### src/rtl/io_register_bank_if.sv
`default_nettype none
// +----------------------------------------------------------------------+
// | Interface : io_register_bank_if                                      |
// | Purpose   : CPU-side access port of io_register_bank. The master     |
// |             drives access requests and the slave returns the         |
// |             registered response and the register state.              |
// | Revision  : 1.0 - initial release                                    |
// +----------------------------------------------------------------------+
interface io_register_bank_if #(
  parameter int DATA_WIDTH = 32,
  parameter int NUM_REGS   = 8,
  parameter int ADDR_WIDTH = 3
) ();
  logic                           enable;
  logic                           write;
  logic [ADDR_WIDTH-1:0]          addr;
  logic [DATA_WIDTH/8-1:0]        byte_en;
  logic [DATA_WIDTH-1:0]          data_in;
  logic [DATA_WIDTH-1:0]          r_data_out;
  logic                           r_valid;
  logic                           r_err;
  logic [NUM_REGS-1:0]            r_changed;
  logic [NUM_REGS*DATA_WIDTH-1:0] r_mem;

  modport master (
    output enable, write, addr, byte_en, data_in,
    input  r_data_out, r_valid, r_err, r_changed, r_mem
  );

  modport slave (
    input  enable, write, addr, byte_en, data_in,
    output r_data_out, r_valid, r_err, r_changed, r_mem
  );
endinterface
`default_nettype wire

### src/rtl/io_register_bank.sv
`default_nettype none
// +----------------------------------------------------------------------+
// | Module    : io_register_bank                                         |
// | Purpose   : NUM_REGS control/status registers behind one CPU port,   |
// |             with byte strobes, 1-cycle registered reads, per-reg     |
// |             write-change pulses and an out-of-range error flag.      |
// | Options   : IO_REGISTER_BANK_HW_SET_EN adds hw_we/hw_data ports for  |
// |             full-width loads from peripheral logic.                  |
// | Revision  : 1.0 - initial release                                    |
// +----------------------------------------------------------------------+
module io_register_bank #(
  parameter int                    DATA_WIDTH  = 32,
  parameter int                    NUM_REGS    = 8,
  parameter int                    ADDR_WIDTH  = 3,
  parameter logic [DATA_WIDTH-1:0] RESET_VALUE = '0
) (
  input  wire logic                           clk_in,
  input  wire logic                           rst_in,
  io_register_bank_if.slave                   bus
`ifdef IO_REGISTER_BANK_HW_SET_EN
  ,
  input  wire logic [NUM_REGS-1:0]            hw_we,
  input  wire logic [NUM_REGS*DATA_WIDTH-1:0] hw_data
`endif
);

  localparam int c_NUM_BYTES = DATA_WIDTH / 8;

  logic [DATA_WIDTH-1:0] mem_q [NUM_REGS];
  logic [DATA_WIDTH-1:0] mem_d [NUM_REGS];
  logic [DATA_WIDTH-1:0] rdata_q, rdata_d;
  logic                  valid_q, valid_d;
  logic                  err_q, err_d;
  logic [NUM_REGS-1:0]   changed_q, changed_d;

  logic                  w_in_range;
  logic                  w_sw_write;
  logic                  w_sw_read;
  logic [NUM_REGS-1:0]   w_sel;

  // Decode the access: range check and one-hot register select.
  always_comb begin
    w_in_range = (32'(bus.addr) < NUM_REGS);
    w_sw_write = bus.enable &  bus.write & w_in_range;
    w_sw_read  = bus.enable & ~bus.write & w_in_range;
    for (int i = 0; i < NUM_REGS; i++) begin
      w_sel[i] = (32'(bus.addr) == i);
    end
  end

  // Register next state: hw load first, then a software write to the same
  // register replaces it entirely, merging bytes over the old contents.
  always_comb begin
    for (int i = 0; i < NUM_REGS; i++) begin
      mem_d[i] = mem_q[i];
`ifdef IO_REGISTER_BANK_HW_SET_EN
      if (hw_we[i]) begin
        mem_d[i] = hw_data[i*DATA_WIDTH +: DATA_WIDTH];
      end
`endif
      if (w_sw_write && w_sel[i]) begin
        mem_d[i] = mem_q[i];
        for (int b = 0; b < c_NUM_BYTES; b++) begin
          if (bus.byte_en[b]) begin
            mem_d[i][b*8 +: 8] = bus.data_in[b*8 +: 8];
          end
        end
      end
    end
  end

  // Response stage: reads return pre-edge contents; out-of-range reads
  // still complete with zero data and the error flag.
  always_comb begin
    rdata_d = '0;
    for (int i = 0; i < NUM_REGS; i++) begin
      if (w_sw_read && w_sel[i]) begin
        rdata_d = mem_q[i];
      end
    end
    valid_d   = bus.enable & ~bus.write;
    err_d     = bus.enable & ~w_in_range;
    changed_d = w_sw_write ? w_sel : '0;
  end

  // State update; reset drops any in-flight response and overrides hw loads.
  always_ff @(posedge clk_in) begin
    if (rst_in) begin
      for (int i = 0; i < NUM_REGS; i++) begin
        mem_q[i] <= RESET_VALUE;
      end
      rdata_q   <= '0;
      valid_q   <= 1'b0;
      err_q     <= 1'b0;
      changed_q <= '0;
    end else begin
      for (int i = 0; i < NUM_REGS; i++) begin
        mem_q[i] <= mem_d[i];
      end
      rdata_q   <= rdata_d;
      valid_q   <= valid_d;
      err_q     <= err_d;
      changed_q <= changed_d;
    end
  end

  assign bus.r_data_out = rdata_q;
  assign bus.r_valid    = valid_q;
  assign bus.r_err      = err_q;
  assign bus.r_changed  = changed_q;

  // Expose the live register state, reg i at slice i.
  generate
    for (genvar gi = 0; gi < NUM_REGS; gi++) begin : g_mem_flat
      assign bus.r_mem[gi*DATA_WIDTH +: DATA_WIDTH] = mem_q[gi];
    end
  endgenerate

endmodule
`default_nettype wire

### src/flat_wrapper.sv
// flat-port wrapper written by rule: the top's interface ports become plain ports
module io_register_bank_flat 
#(
  parameter int                    DATA_WIDTH  = 32,
  parameter int                    NUM_REGS    = 8,
  parameter int                    ADDR_WIDTH  = 3,
  parameter logic [DATA_WIDTH-1:0] RESET_VALUE = '0
)
  (clk_in, rst_in, bus_enable, bus_write, bus_addr, bus_byte_en, bus_data_in, bus_r_data_out, bus_r_valid, bus_r_err, bus_r_changed, bus_r_mem);
  io_register_bank_if #(.DATA_WIDTH(DATA_WIDTH), .NUM_REGS(NUM_REGS), .ADDR_WIDTH(ADDR_WIDTH)) bus_i ();
  input  wire logic clk_in;
  input  wire logic rst_in;
  input wire logic [$bits(bus_i.enable)-1:0] bus_enable;
  input wire logic [$bits(bus_i.write)-1:0] bus_write;
  input wire logic [$bits(bus_i.addr)-1:0] bus_addr;
  input wire logic [$bits(bus_i.byte_en)-1:0] bus_byte_en;
  input wire logic [$bits(bus_i.data_in)-1:0] bus_data_in;
  output wire logic [$bits(bus_i.r_data_out)-1:0] bus_r_data_out;
  output wire logic [$bits(bus_i.r_valid)-1:0] bus_r_valid;
  output wire logic [$bits(bus_i.r_err)-1:0] bus_r_err;
  output wire logic [$bits(bus_i.r_changed)-1:0] bus_r_changed;
  output wire logic [$bits(bus_i.r_mem)-1:0] bus_r_mem;
  assign bus_i.enable = bus_enable;
  assign bus_i.write = bus_write;
  assign bus_i.addr = bus_addr;
  assign bus_i.byte_en = bus_byte_en;
  assign bus_i.data_in = bus_data_in;
  assign bus_r_data_out = bus_i.r_data_out;
  assign bus_r_valid = bus_i.r_valid;
  assign bus_r_err = bus_i.r_err;
  assign bus_r_changed = bus_i.r_changed;
  assign bus_r_mem = bus_i.r_mem;
  io_register_bank #(.DATA_WIDTH(DATA_WIDTH), .NUM_REGS(NUM_REGS), .ADDR_WIDTH(ADDR_WIDTH), .RESET_VALUE(RESET_VALUE)) u_core (.clk_in(clk_in), .rst_in(rst_in), .bus(bus_i));
endmodule
### config.mk
export PLATFORM = sky130hd
export DESIGN_NAME = io_register_bank_flat
export DESIGN_NICKNAME = d
export VERILOG_FILES = /design/src/rtl/io_register_bank_if.sv /design/src/rtl/io_register_bank.sv /design/src/flat_wrapper.sv
export SDC_FILE = /design/constraint.sdc
export NUM_CORES = 1
export LEC_CHECK = 0
export BUFFER_PORTS_ARGS = -buffer_cell sky130_fd_sc_hd__buf_4
export CAP_MARGIN = 5
export CORE_MARGIN = 1
export CORE_UTILIZATION = 38
export CTS_CLUSTER_DIAMETER = 120
export DETAILED_ROUTE_END_ITERATION = 16
export GPL_TIMING_DRIVEN = 0
export PLACE_DENSITY_LB_ADDON = 0.05
export SLEW_MARGIN = 30
export SYNTH_ARGS = -nofsm -noshare
export SYNTH_HDL_FRONTEND = slang
export SYNTH_SLANG_ARGS = --single-unit
### constraint.sdc
create_clock -name clk_in -period 2.4 [get_ports clk_in]
set_input_delay 0.6 -clock clk_in [delete_from_list [all_inputs] [get_ports clk_in]]
set_output_delay 0.6 -clock clk_in [all_outputs]
set_load 0.01 [all_outputs]
# Yosys cells after proc, flatten, opt, wreduce, memory -nomap -nowiden
# Memories as Yosys holds them, arrays and structs flattened.
# Index checks and enable logic that the tools add are counted.
[word_totals]
reg_bits = 41
ramBits = 256
inputBits = 43
out_inout_bits = 298
wordCells = 100
memories = 1
[memory_table]
columns = ["name", "depth", "word_bits", "rd", "rd_ports_with_merged_regs", "wr", "line_no", "text"]
rows = [
  ["u_core.mem_q", 8, 32, 8, 0, 8, "io_register_bank.sv:29", "logic [DATA_WIDTH-1:0] mem_q [NUM_REGS];"],
]
[op_classes]
n_eq_ne = 7
n_mux = 59
bitwise_logic = 12
reduce_logical = 18
[ops]
columns = ["op", "n"]
rows = [
  ["$mux W32", 24],
  ["$mux W8", 32],
  ["$logic_and A1 B1 Y1", 16],
  ["$eq A3 B3 Y1 const B", 4],
  ["$or A1 B1 Y1", 8],
  ["$eq A3 B2 Y1 const B", 2],
  ["$eq A3 B1 Y1 const B", 1],
  ["$logic_not A3 Y1", 1],
  ["$mux W1", 3],
  ["$and A1 B1 Y1", 2],
  ["$not A1 Y1", 2],
  ["$reduce_or A2 Y1", 1],
]

# Logic depth before layout (Yosys ltp)
[logic_depth]
word_depth = 11
mapped_depth = 8

# Worst setup path after synthesis
# No wires, ideal clock.
[synth_timing]
path_type = "in2reg"
from = "input bus_addr[0]"
to = "register u_core.rdata_q[10] (netlist: u_core.bus.r_data_out[10])"
setup_ns = 0.117
arrival_time_ns = 1.775
slack_ns = 0.508
stages = 6
path_cell_list = "buf_6 > buf_6 > mux4_2 > inv_1 > o21ai_0 > a32o_1"
[synth_via]
elab_chain_len = 10
word_cells_on_any_way = 24
cone_classes = "7 x eq/ne; 8 x mux; 9 x reduce/logical"
[synth_rtl]
columns = ["item", "line_no", "text"]
rows = [
  ["start, declared", "flat_wrapper.sv:15", "input wire logic [$bits(bus_i.addr)-1:0] bus_addr;"],
  ["$logic_not A3 Y1", "io_register_bank.sv:47", "w_sel[i] = (32'(bus.addr) == i);"],
  ["$logic_and A1 B1 Y1", "io_register_bank.sv:77", "if (w_sw_read && w_sel[i]) begin"],
  ["$mux W32 (7 in a row)", "io_register_bank.sv:77", ""],
  ["$mux W32 *", "io_register_bank.sv:77", ""],
  ["end signal, assigned", "io_register_bank.sv:100", "rdata_q <= rdata_d;"],
  ["end, declared", "io_register_bank.sv:31", "logic [DATA_WIDTH-1:0] rdata_q, rdata_d;"],
]
# Mark *: on every way between the ends. The rest lies on a longest branch, timed or not.
# A chain may end at the register's enable or synchronous reset.

# Final worst setup path
[layout_timing]
from = "input bus_addr[1]"
to = "register u_core.rdata_q[29] (netlist: u_core.bus.r_data_out[29])"
# Same word-level chain as after synthesis.

==> metrics.txt <==
status=finished, final reports clean; leading cell type in the layout, fill and taps excluded=buf_4; slew margin rel.=38.2%; GRT overflow=0; drc violations=0; pin count of the biggest net entering global routing=13; Mapped Area=12400 µm²; Req. time, crit path=2820 ps; vias in the first global route=9992; gpl congestion=0.801; Static Leakage=8.39 nW; antenna cells=0; Mean Syn Cell Area=10.2 µm²; initial core utilization=39.0%; core area=31900 µm²; Area growth, synth to finish=31.7%; wire per inst=22.1 µm; share of post-route cells with drive strength above 1=28.1%; Worst EP arrival=2780 ps; initial antenna violation count=2; CTS tree=built; PD cells=671 nW/µm²; Synth Instances=1225; Startpoint Class=input port; Syn Nets=1268; largest cells by area after synthesis=dfxtp_1 (48%), mux2i_1 (22%), nor2_1 (8.3%), mux4_2 (3.3%), nand3_2 (2.6%); Clock Skews=11.0 ps; NumNets Final=1604; Max-Cap Viols=0; reg2reg start=u_core.mem_q[0][99]$_SDFFE_PP0P_; io pins=341; worst vdd ir=412 µV; Synth area leader=dfxtp_1; clock buffer depth=3; Final HPWL DP=32.4 mm; CTS root buf=clkbuf_16; Via density=5.18; FP Rows=65; fin. max-slew vios=0; Worst setup startpoint=bus_addr[1]; min cycle time layout=2360 ps; Hold Path Stages=2; Reg clk slew, reported paths=60 ps; DR vias=10461; post-CTS setup buffers=0; Worst path slowest cell=clkbuf_1; Die Ht=183 µm; Die Area=33500 µm²; Worst R2R Path Depth=4; placed cell areas=15200 µm²; Yosys reg bits=297; fin cells=2020; Syn. warnings=0; RSZ-0062 raised after global routing=false; top-area cell type share of the netlist area=47.8%; clk_lat worst skew=510 ps; final wirelength=44.6 mm; post-synthesis sequential area ratio=47.8%; predominant post-synthesis flop cell=dfxtp_1; Placed Instances=1960; Final Hold Vio Count=0; Resized cells post-CTS=0; post-synth cell types=38; hold path startpoint=bus_write; critical path fanouts, max=10; Port Buffers=300; Hold/Removal Path Class=input port to flip-flop; Final period util=98.5%; Die X=183 µm; Largest stage delay, worst path=760 ps; Setup Crit Path Kind=input port to flip-flop; CTS sink count=297; EDFF count, synth=0; critical-path cell list=buf_4 -> buf_2 -> nor2b_1 -> clkbuf_1 -> o2bb2ai_1 -> nand2_1 -> o211ai_1; Final Cell Area=16400 µm²; total CTS buffers=34; Slew @ Worst Pin=928 ps; # setup viols final=0; Worst Setup End Kind=flip-flop; most frequent cells in the layout=buf_4 (310), dfxtp_1 (297), nor2_1 (275), mux2i_1 (271), clkbuf_1 (77); Post-DRT Antenna Nets=0; DRT Pass-1 Iters=5; GRT Util Overall=26.2%; first-pass GRT wire length=65.5 mm; initial drt markers=557; H-tree levels=2; Peak Freq=0.423 GHz; hold_buf cts=0; asr flop ratio synth=0%
[area by class of cell]
type / count / area (µm²)
Multi-Input combinational cell: 800 / 5920
Inverter: 22 / 82.6
Timing Repair Buffer: 300 / 2250
Clock buffer: 54 / 1060
Buffer: 106 / 504
Clock inverter: 6 / 80.1
Fill cell: 3067 / 15500
Sequential cell: 297 / 5950
Tap cell: 435 / 544
[routing by layer]
metal  track usage [%]  vias to the layer above  wire length [µm]
met5                 0                        -                22
met4              8.37                        4              1230
met3              4.23                       78              2930
met2              41.1                      414             19800
met1              36.7                     5053             20600
li1                  -                     4912                 -
[power by group]
part | switching (mW) | internal [mW] | leakage (nW)
Combinational | 0.474 | 0.227 | 5.44
Clock | 2.05 | 3.24 | 0.562
Sequential | 0.0325 | 4.97 | 2.40
Total | 2.56 | 8.44 | 8.39
[cell families (layout without fill, tap and decap cells)]
kind of cell	Yosys count	count (layout)	synth area share (%)
AND/OR/NAND/NOR	365	365	13.5
multiplexers	289	289	25.1
flip-flops	297	297	47.8
AO/OA/AOI/OAI	145	145	8.97
other	1	1	0.0301
buffers and inverters	128	488	4.71
[synthesized netlist by cell type (5+ instances only)]
cell type / instances
dfxtp_1: 297
nor2_1: 275
mux2i_1: 271
clkbuf_1: 67
nand2_1: 34
nand3_2: 32
o21ai_0: 30
o2bb2ai_1: 23
inv_1: 22
o211ai_1: 20
a32o_1: 18
buf_2: 18
mux4_2: 18
o21a_1: 18
o22a_1: 18
a22oi_1: 10
buf_4: 10
buf_6: 6
buf_1: 5
[state kept, by name (all words and copies together), names as in the netlist]
signal                 count
u_core.bus.r_data_out     32
u_core.mem_q             256
u_core.bus.r_valid         1
u_core.bus.r_changed       8
[final timing paths]
check / endpoint / slack, ps
setup reg to reg: u_core.bus.r_data_out[3]$_SDFF_PP0_ / 980
hold / removal: u_core.bus.r_valid$_SDFF_PP0_ / 410
setup / recovery: u_core.bus.r_data_out[29]$_SDFF_PP0_ / 40
hold reg to reg: u_core.bus.r_data_out[15]$_SDFF_PP0_ / 500
[worst max-delay path: cells and delay by family]
| kind | cells | cell delay, ps |
|---|---|---|
| buf+inv | 3 | 1200 |
| simple gates | 2 | 650 |
| compound gates | 2 | 330 |
[stage by stage]
stage | total power [mW] | setup slack [ps] | util, % | TNS [ps] | hold slack, ps
final | 11.0 | 36.6 | 51.4 | 0 | 406
after global routing | 11.3 | 15.7 | 51.4 | 0 | 404
after CTS | 11.1 | 111 | 51.4 | 0 | 464
after floorplan | 5.53 | 508 | - | 0 | 530
after global placement | 5.81 | -439 | 47.8 | -6400 | 501
after detailed placement | 5.81 | -407 | 47.8 | -5570 | 499
(Power assumes the default switching activity.)
